`config.mk`:
```
export PLATFORM = sky130hd
export DESIGN_NAME = multi_event_sync
export DESIGN_NICKNAME = d
export VERILOG_FILES = /design/src/rtl/multi_event_sync.sv
export SDC_FILE = /design/constraint.sdc
export NUM_CORES = 1
export LEC_CHECK = 0
export ABC_AREA = 1
export ABC_CLOCK_PERIOD_IN_PS = 3300
export CORE_ASPECT_RATIO = 1.4
export CORE_MARGIN = 2
export CORE_UTILIZATION = 55
export DETAILED_ROUTE_END_ITERATION = 10
export MAX_ROUTING_LAYER = met4
export PLACE_DENSITY = 0.82
export SYNTH_ARGS = -nofsm -noshare
export SYNTH_HDL_FRONTEND = slang
export SYNTH_SLANG_ARGS = --single-unit
export TNS_END_PERCENT = 50
```
`constraint.sdc`:
```
create_clock -name clk -period 3.3 [get_ports clk]
set_input_delay 0.33 -clock clk [delete_from_list [all_inputs] [get_ports clk]]
set_output_delay 0.33 -clock clk [all_outputs]
set_load 0.005 [all_outputs]
```
`src/rtl/multi_event_sync.sv`:
```
// Multi-channel event synchroniser for the destination clock domain.
// Each channel: flop-chain synchroniser, optional glitch filter, selectable
// rise/fall/both edge detect, registered pulse, sticky pending flag and a
// saturating event counter. A shared warm-up window suppresses events that
// would otherwise be seen while the chains fill after reset.
module multi_event_sync #(
  parameter int NCH         = 4,
  parameter int SYNC_STAGES = 2,
  parameter int FILT_CYCLES = 0,
  parameter int CNT_W       = 8
) (
  input  logic                 clk,
  input  logic                 rst,
  input  logic [NCH-1:0]       async_in,
  input  logic [2*NCH-1:0]     edge_mode,
  input  logic [NCH-1:0]       pending_clr,
  input  logic                 cnt_clr,
  output logic [NCH-1:0]       event_pulse,
  output logic [NCH-1:0]       event_pending,
  output logic [NCH*CNT_W-1:0] event_cnt
);
  localparam int                WARM_LEN  = SYNC_STAGES + FILT_CYCLES + 1;
  localparam int                WARM_W    = $clog2(WARM_LEN + 1);
  localparam logic [WARM_W-1:0] WARM_INIT = WARM_W'(WARM_LEN);
  localparam logic [CNT_W-1:0]  CNT_MAX   = '1;

  logic [WARM_W-1:0] r_warm;
  logic              w_warm;

  assign w_warm = (r_warm != '0);

  // Warm-up down-counter: nonzero while sync chains and filters settle.
  always_ff @(posedge clk) begin
    if (rst)         r_warm <= WARM_INIT;
    else if (w_warm) r_warm <= r_warm - WARM_W'(1);
  end

  for (genvar i = 0; i < NCH; i++) begin : g_ch
    logic [SYNC_STAGES-1:0] r_sync;
    logic                   r_filt;
    logic                   r_prev;
    logic                   r_pulse;
    logic                   r_pend;
    logic [CNT_W-1:0]       r_cnt;
    logic                   w_sync;
    logic                   w_rise;
    logic                   w_fall;
    logic                   w_hit;

    assign w_sync = r_sync[SYNC_STAGES-1];

    // Plain flop chain; stage 0 takes the raw asynchronous level.
    always_ff @(posedge clk) begin
      if (rst) r_sync <= '0;
      else     r_sync <= {r_sync[SYNC_STAGES-2:0], async_in[i]};
    end

    if (FILT_CYCLES == 0) begin : g_nofilt
      // No filter: the filtered level is the sync output, one register later.
      always_ff @(posedge clk) begin
        if (rst) r_filt <= 1'b0;
        else     r_filt <= w_sync;
      end
    end else begin : g_filt
      localparam int            FW       = $clog2(FILT_CYCLES + 1);
      localparam logic [FW-1:0] FILT_MAX = FW'(FILT_CYCLES);
      logic [FW-1:0] r_fcnt;

      // Accept a new level only after it has differed for FILT_CYCLES+1
      // consecutive samples; any return to the old level restarts the count.
      always_ff @(posedge clk) begin
        if (rst) begin
          r_fcnt <= '0;
          r_filt <= 1'b0;
        end else if (w_warm) begin
          r_fcnt <= '0;
          r_filt <= w_sync;
        end else if (w_sync == r_filt) begin
          r_fcnt <= '0;
        end else if (r_fcnt == FILT_MAX) begin
          r_fcnt <= '0;
          r_filt <= w_sync;
        end else begin
          r_fcnt <= r_fcnt + FW'(1);
        end
      end
    end

    // Previous level; during warm-up it loads the same value as the filtered
    // level so a level already high at reset release never looks like an edge.
    always_ff @(posedge clk) begin
      if (rst)         r_prev <= 1'b0;
      else if (w_warm) r_prev <= w_sync;
      else             r_prev <= r_filt;
    end

    assign w_rise = r_filt & ~r_prev;
    assign w_fall = ~r_filt & r_prev;
    assign w_hit  = (edge_mode[2*i] & w_rise) | (edge_mode[2*i+1] & w_fall);

    // Registered one-cycle event pulse, held low during warm-up.
    always_ff @(posedge clk) begin
      if (rst) r_pulse <= 1'b0;
      else     r_pulse <= w_hit & ~w_warm;
    end

    // Sticky pending flag; a pulse wins over a simultaneous clear.
    always_ff @(posedge clk) begin
      if (rst)          r_pend <= 1'b0;
      else if (!w_warm) r_pend <= (r_pend & ~pending_clr[i]) | r_pulse;
    end

    // Saturating event counter; clear together with a pulse leaves a count of 1.
    always_ff @(posedge clk) begin
      if (rst) begin
        r_cnt <= '0;
      end else if (!w_warm) begin
        if (r_pulse) begin
          if (cnt_clr)               r_cnt <= CNT_W'(1);
          else if (r_cnt != CNT_MAX) r_cnt <= r_cnt + CNT_W'(1);
        end else if (cnt_clr) begin
          r_cnt <= '0;
        end
      end
    end

    assign event_pulse[i]               = r_pulse;
    assign event_pending[i]             = r_pend;
    assign event_cnt[i*CNT_W +: CNT_W]  = r_cnt;
  end

endmodule

```
Yosys cells after proc, flatten, opt, wreduce, memory -nomap -nowiden
Index checks and enable logic that the tools add are counted.

Register bits: 58. Output and inout port bits: 40. Word-level logic and storage cells: 109.

$add $sub $neg: 5. Eq/ne operators: 4. Mux-type cells: 17. Bitwise operators: 45. Reductions and logical operators: 13.

Operator list (count): 8-bit 2-to-1 mux (13); 8-bit by 1-bit adder with 8-bit output, second input constant (4); 8-bit != test, second input constant (4); 1-bit bitwise AND (24); 2-bit nonzero test (9); 1-bit NOT (13); 3-bit AND reduction (4); 1-bit OR (8); 1-bit 2-to-1 mux (4); 2-bit by 1-bit subtractor with 2-bit output, second input constant (1).

Longest topological paths before layout
Word-level depth: 5. Gate-level depth with buffers: 11. Mapped depth without buffers: 9.

Least setup slack after synthesis
Ideal clock, no wire load.

Path kind: register to register. From: register g_ch[3].r_cnt[0]. To: register g_ch[3].r_cnt[0]. Setup time: 0.116 ns. Data arrival time: 1.255 ns. Setup slack: 1.930 ns. Stages on the path, launching flop included: 10. Buffers on the path: 1. Cell sequence: dfxtp_1 > ha_1 > nand2_2 > nor2_4 > nand2_1 > nand2_2 > nand2_2 > buf_6 > o21ai_0 > nor2_1.

Longest elaborated chain between the ends: 4. Elaborated cells between the ends (all ways): 7.

RTL lines: from (decl) (RTL line 44) `logic [CNT_W-1:0] r_cnt;`; from (signal assigned) (RTL line 120) `else if (r_cnt != CNT_MAX) r_cnt <= r_cnt + CNT_W'(1);`; 8-bit by 1-bit adder with 8-bit output (RTL line 120); 8-bit 2-to-1 mux (RTL line 120); 8-bit 2-to-1 mux (RTL line 119) `if (cnt_clr) r_cnt <= CNT_W'(1);`; 8-bit 2-to-1 mux (RTL line 118) `if (r_pulse) begin`.

Parallel ways exist; a longest one is shown, timed or not. The select of a mux whose other input is x is not followed. A chain may end at the register's enable or synchronous reset.

Worst setup path after layout
From: register r_warm[0]. To: register g_ch[2].r_cnt[2].

Longest elaborated chain between the ends: 3.

RTL lines: from (decl) (RTL line 27) `logic [WARM_W-1:0] r_warm;`; from (signal assigned) (RTL line 35) `else if (w_warm) r_warm <= r_warm - WARM_W'(1);`; 2-bit nonzero test (RTL line 30) `assign w_warm = (r_warm != '0);`; 1-bit NOT (no source line); 3-bit AND reduction (no source line); to (signal assigned) (RTL line 120); to (decl) (RTL line 44).

Every way passes these cells.

==> impl_metrics.py <==
metrics = {
    "final_layout": {
        "fin_nets": 506,
        "drive_gt1_frac": 0.06790,
        "final_cells": 552,
        "final_cell_mix": "nand2_1 (104), nor2_1 (80), dfxtp_1 (58), clkdlybuf4s50_1 (58), inv_1 (49)",
        "fin_util": 0.7116,
        "final_common_cell": "nand2_1",
        "fin_area_mm2": 0.003616,
        "insertedDiodeCount": 0,
        "area_delta_synth_final_pct": 26.59,
    },
    "job": {
        "cap_violations": 0,
    },
    "worst_setup_path": {
        "worstPathMaxFanout": 17,
        "crit_slowest_cell": "ha_1",
        "worst_ep_arrival_time_ns": 1.96,
        "rr_worst_depth": 9,
        "cp.buffers_inverters": 3,
        "path_cells": "inv_1 -> ha_1 -> buf_4 -> nand2_1 -> inv_1 -> nand2_1 -> nand2_2 -> a21o_1 -> nor2_1",
        "cp.required_ns": 3.53,
        "critical_path_depth": 9,
        "critPathKind": "reg -> reg",
        "startpoint_type": "register",
        "crit_family": "buffers and inverters",
        "end_kind": "register",
        "max_stage_delay_ns": 0.35,
    },
    "global_route": {
        "antenna_found_initial": 0,
        "track_usage": 0.2584,
        "grt_pass1_vias": 2662,
        "grt_max_degree": 24,
        "grt_overflow": 0,
        "grt_pass1_wl_mm": 11.21,
    },
    "cts": {
        "holdBufCountCts": 0,
        "cts_made_buffers": 9,
        "h-tree-depth": 3,
        "cts_resized": 0,
        "postCtsSetupBuffers": 0,
        "cts_tree": "built",
        "cts_sinks": 58,
        "clock_path_buffers": 2,
        "clock_latency_ns": 0.34,
        "cts_root_buf": "clkbuf_8",
        "clk_pin_slew_ns": 0.06,
    },
    "route": {
        "dr.first_iter.drc_count": 178,
        "num_vias": 2849,
        "wire_per_inst_um": 11.95,
        "drcViolationCount": 0,
        "finalWirelength_mm": 6.596,
        "dr.pass1.iters": 4,
        "drt.antenna.violating_nets": 0,
        "vias_per_cell": 5.161,
    },
    "synthesis": {
        "postSynthCellCount": 429,
        "syn_area_per_cell_um2": 6.658,
        "synth-adder-area-share": 0.02190,
        "synth_top_family_by_area": "simple AND/OR/NAND/NOR gates",
        "yosys_warnings": 0,
        "synth_nets": 453,
        "netlist_area_mm2": 0.002856,
        "seq_area_frac_synth": 0.4065,
        "yosys.cell_types.count": 21,
        "yosys.area_share.simple": 0.3408,
        "ys_ff_latch": 58,
        "synth_xor_area_frac": 0,
        "synth-compound-area-share": 0.1209,
        "synthMuxAreaShare": 0,
    },
    "floorplan": {
        "die_h_um": 89.27,
        "dieArea_mm2": 0.005794,
        "initial_core_util": 0.5622,
        "core_mm2": 0.005081,
        "die_w_um": 64.91,
        "io_pins": 59,
        "rows": 31,
    },
    "sta": {
        "rsz0062_at_grt": "false",
        "slew_violations": 0,
        "final-hold-violation-count": 0,
        "fin_hold_ws_ns": 0.4086,
        "fmax_mhz": 579.2,
        "tightest_slew_ns": 0.5904,
        "setup_violations": 0,
        "finalCriticalPeriod_ns": 1.726,
        "fin_setup_tns_ns": 0,
        "period_share": 0.5232,
        "maxSlewHeadroom": 0.6060,
        "fin_skew_ns": 0.008421,
    },
    "worst_hold_path": {
        "holdCritPathClass": "reg -> reg",
        "min_delay_path_depth": 2,
    },
    "place": {
        "dp_cells": 537,
        "detailed_place_hpwl_mm": 4.741,
        "dpl_cell_area_mm2": 0.003412,
        "io_buffers": 58,
        "place.gp.congestion": 0.9071,
    },
    "pwr": {
        "power_density_mw_per_mm2": 434.9,
        "vdd_drop_max_mv": 0.3024,
        "power.leakage_nw": 1.481,
    },
    "status": {
        "outcome": "finished, final reports clean",
    },
}
-- worst min-delay path, stage by stage (launching register included) --
cell     delay, ns
dfxtp_1       0.30
inv_1         0.04
nor2_1        0.03
-- Yosys cell counts --
| cell type | number | share of area |
|---|---|---|
| buf_6 | 3 | 0.012 |
| a21o_1 | 2 | 0.0053 |
| nand3_1 | 27 | 0.047 |
| clkbuf_1 | 3 | 0.0039 |
| o21ai_1 | 3 | 0.0053 |
| nand2_1 | 104 | 0.14 |
| a21oi_1 | 39 | 0.068 |
| nor2_4 | 4 | 0.016 |
| buf_2 | 5 | 0.0088 |
| nand2_2 | 12 | 0.026 |
| nand4_1 | 2 | 0.0044 |
| o21bai_1 | 1 | 0.0026 |
| o21ai_0 | 18 | 0.032 |
| dfxtp_1 | 58 | 0.41 |
| a21boi_1 | 1 | 0.0026 |
| nor2_1 | 80 | 0.11 |
| a21boi_0 | 2 | 0.0053 |
| buf_4 | 8 | 0.021 |
| ha_1 | 5 | 0.022 |
| inv_1 | 49 | 0.064 |
| nor3_1 | 3 | 0.0053 |
-- cell type report --
class,instances,area [um2]
flip-flops and latches,58,1161
clock inverters,2,35.03
inverters,49,183.9
fillers,457,1465
multi-input cells,303,1381
clock buffers,13,168.9
well taps,66,82.58
repair buffers,61,603.1
-- flip-flops by register name, indices dropped and copies added (netlist names) --
signal	cells
g_ch.r_prev	4
g_ch.r_cnt	32
g_ch.r_pend	4
g_ch.r_filt	4
g_ch.r_sync	8
r_warm	2
g_ch.r_pulse	4
-- metal layers --
metal	global-route usage	share of wire	vias up
met1	0.2612	0.41	1324
met3	0.06675	0.040	11
met4	0.1296	0.021	0
met5	-	0	-
met2	0.4602	0.53	66
li1	-	-	1448
-- per-stage QoR --
stage / setup WS [ns] / power, W
floorplan: 1.930 / 0.0008481
global placement: 1.314 / 0.0009067
detailed placement: 1.260 / 0.0009125
CTS: 1.566 / 0.001587
global route: 1.346 / 0.001647
finish: 1.574 / 0.001573
-- report_power, final --
| group | internal, W | switching, W | leakage, nW | total, W |
|---|---|---|---|---|
| Combinational | 0.0000714 | 0.0000781 | 0.905 | 0.000150 |
| Sequential | 0.000727 | 0.0000212 | 0.471 | 0.000748 |
| Clock | 0.000405 | 0.000270 | 0.106 | 0.000675 |
-- cell families after synthesis --
kind of cell / after synthesis
flops: 58
fa+ha+maj: 5
compound gates: 66
buf+inv: 68
simple gates: 232
-- path summary, 6_finish.rpt --
path,from,end,slack (ns)
worst max-delay path,r_warm[0],g_ch[2].r_cnt[2],1.57
worst min-delay path,g_ch[0].r_sync[0],g_ch[0].r_sync[1],0.41
worst max register to register,r_warm[0],g_ch[2].r_cnt[2],1.57
worst min register to register,g_ch[0].r_sync[0],g_ch[0].r_sync[1],0.41
Power figures use the tool's default switching activity.
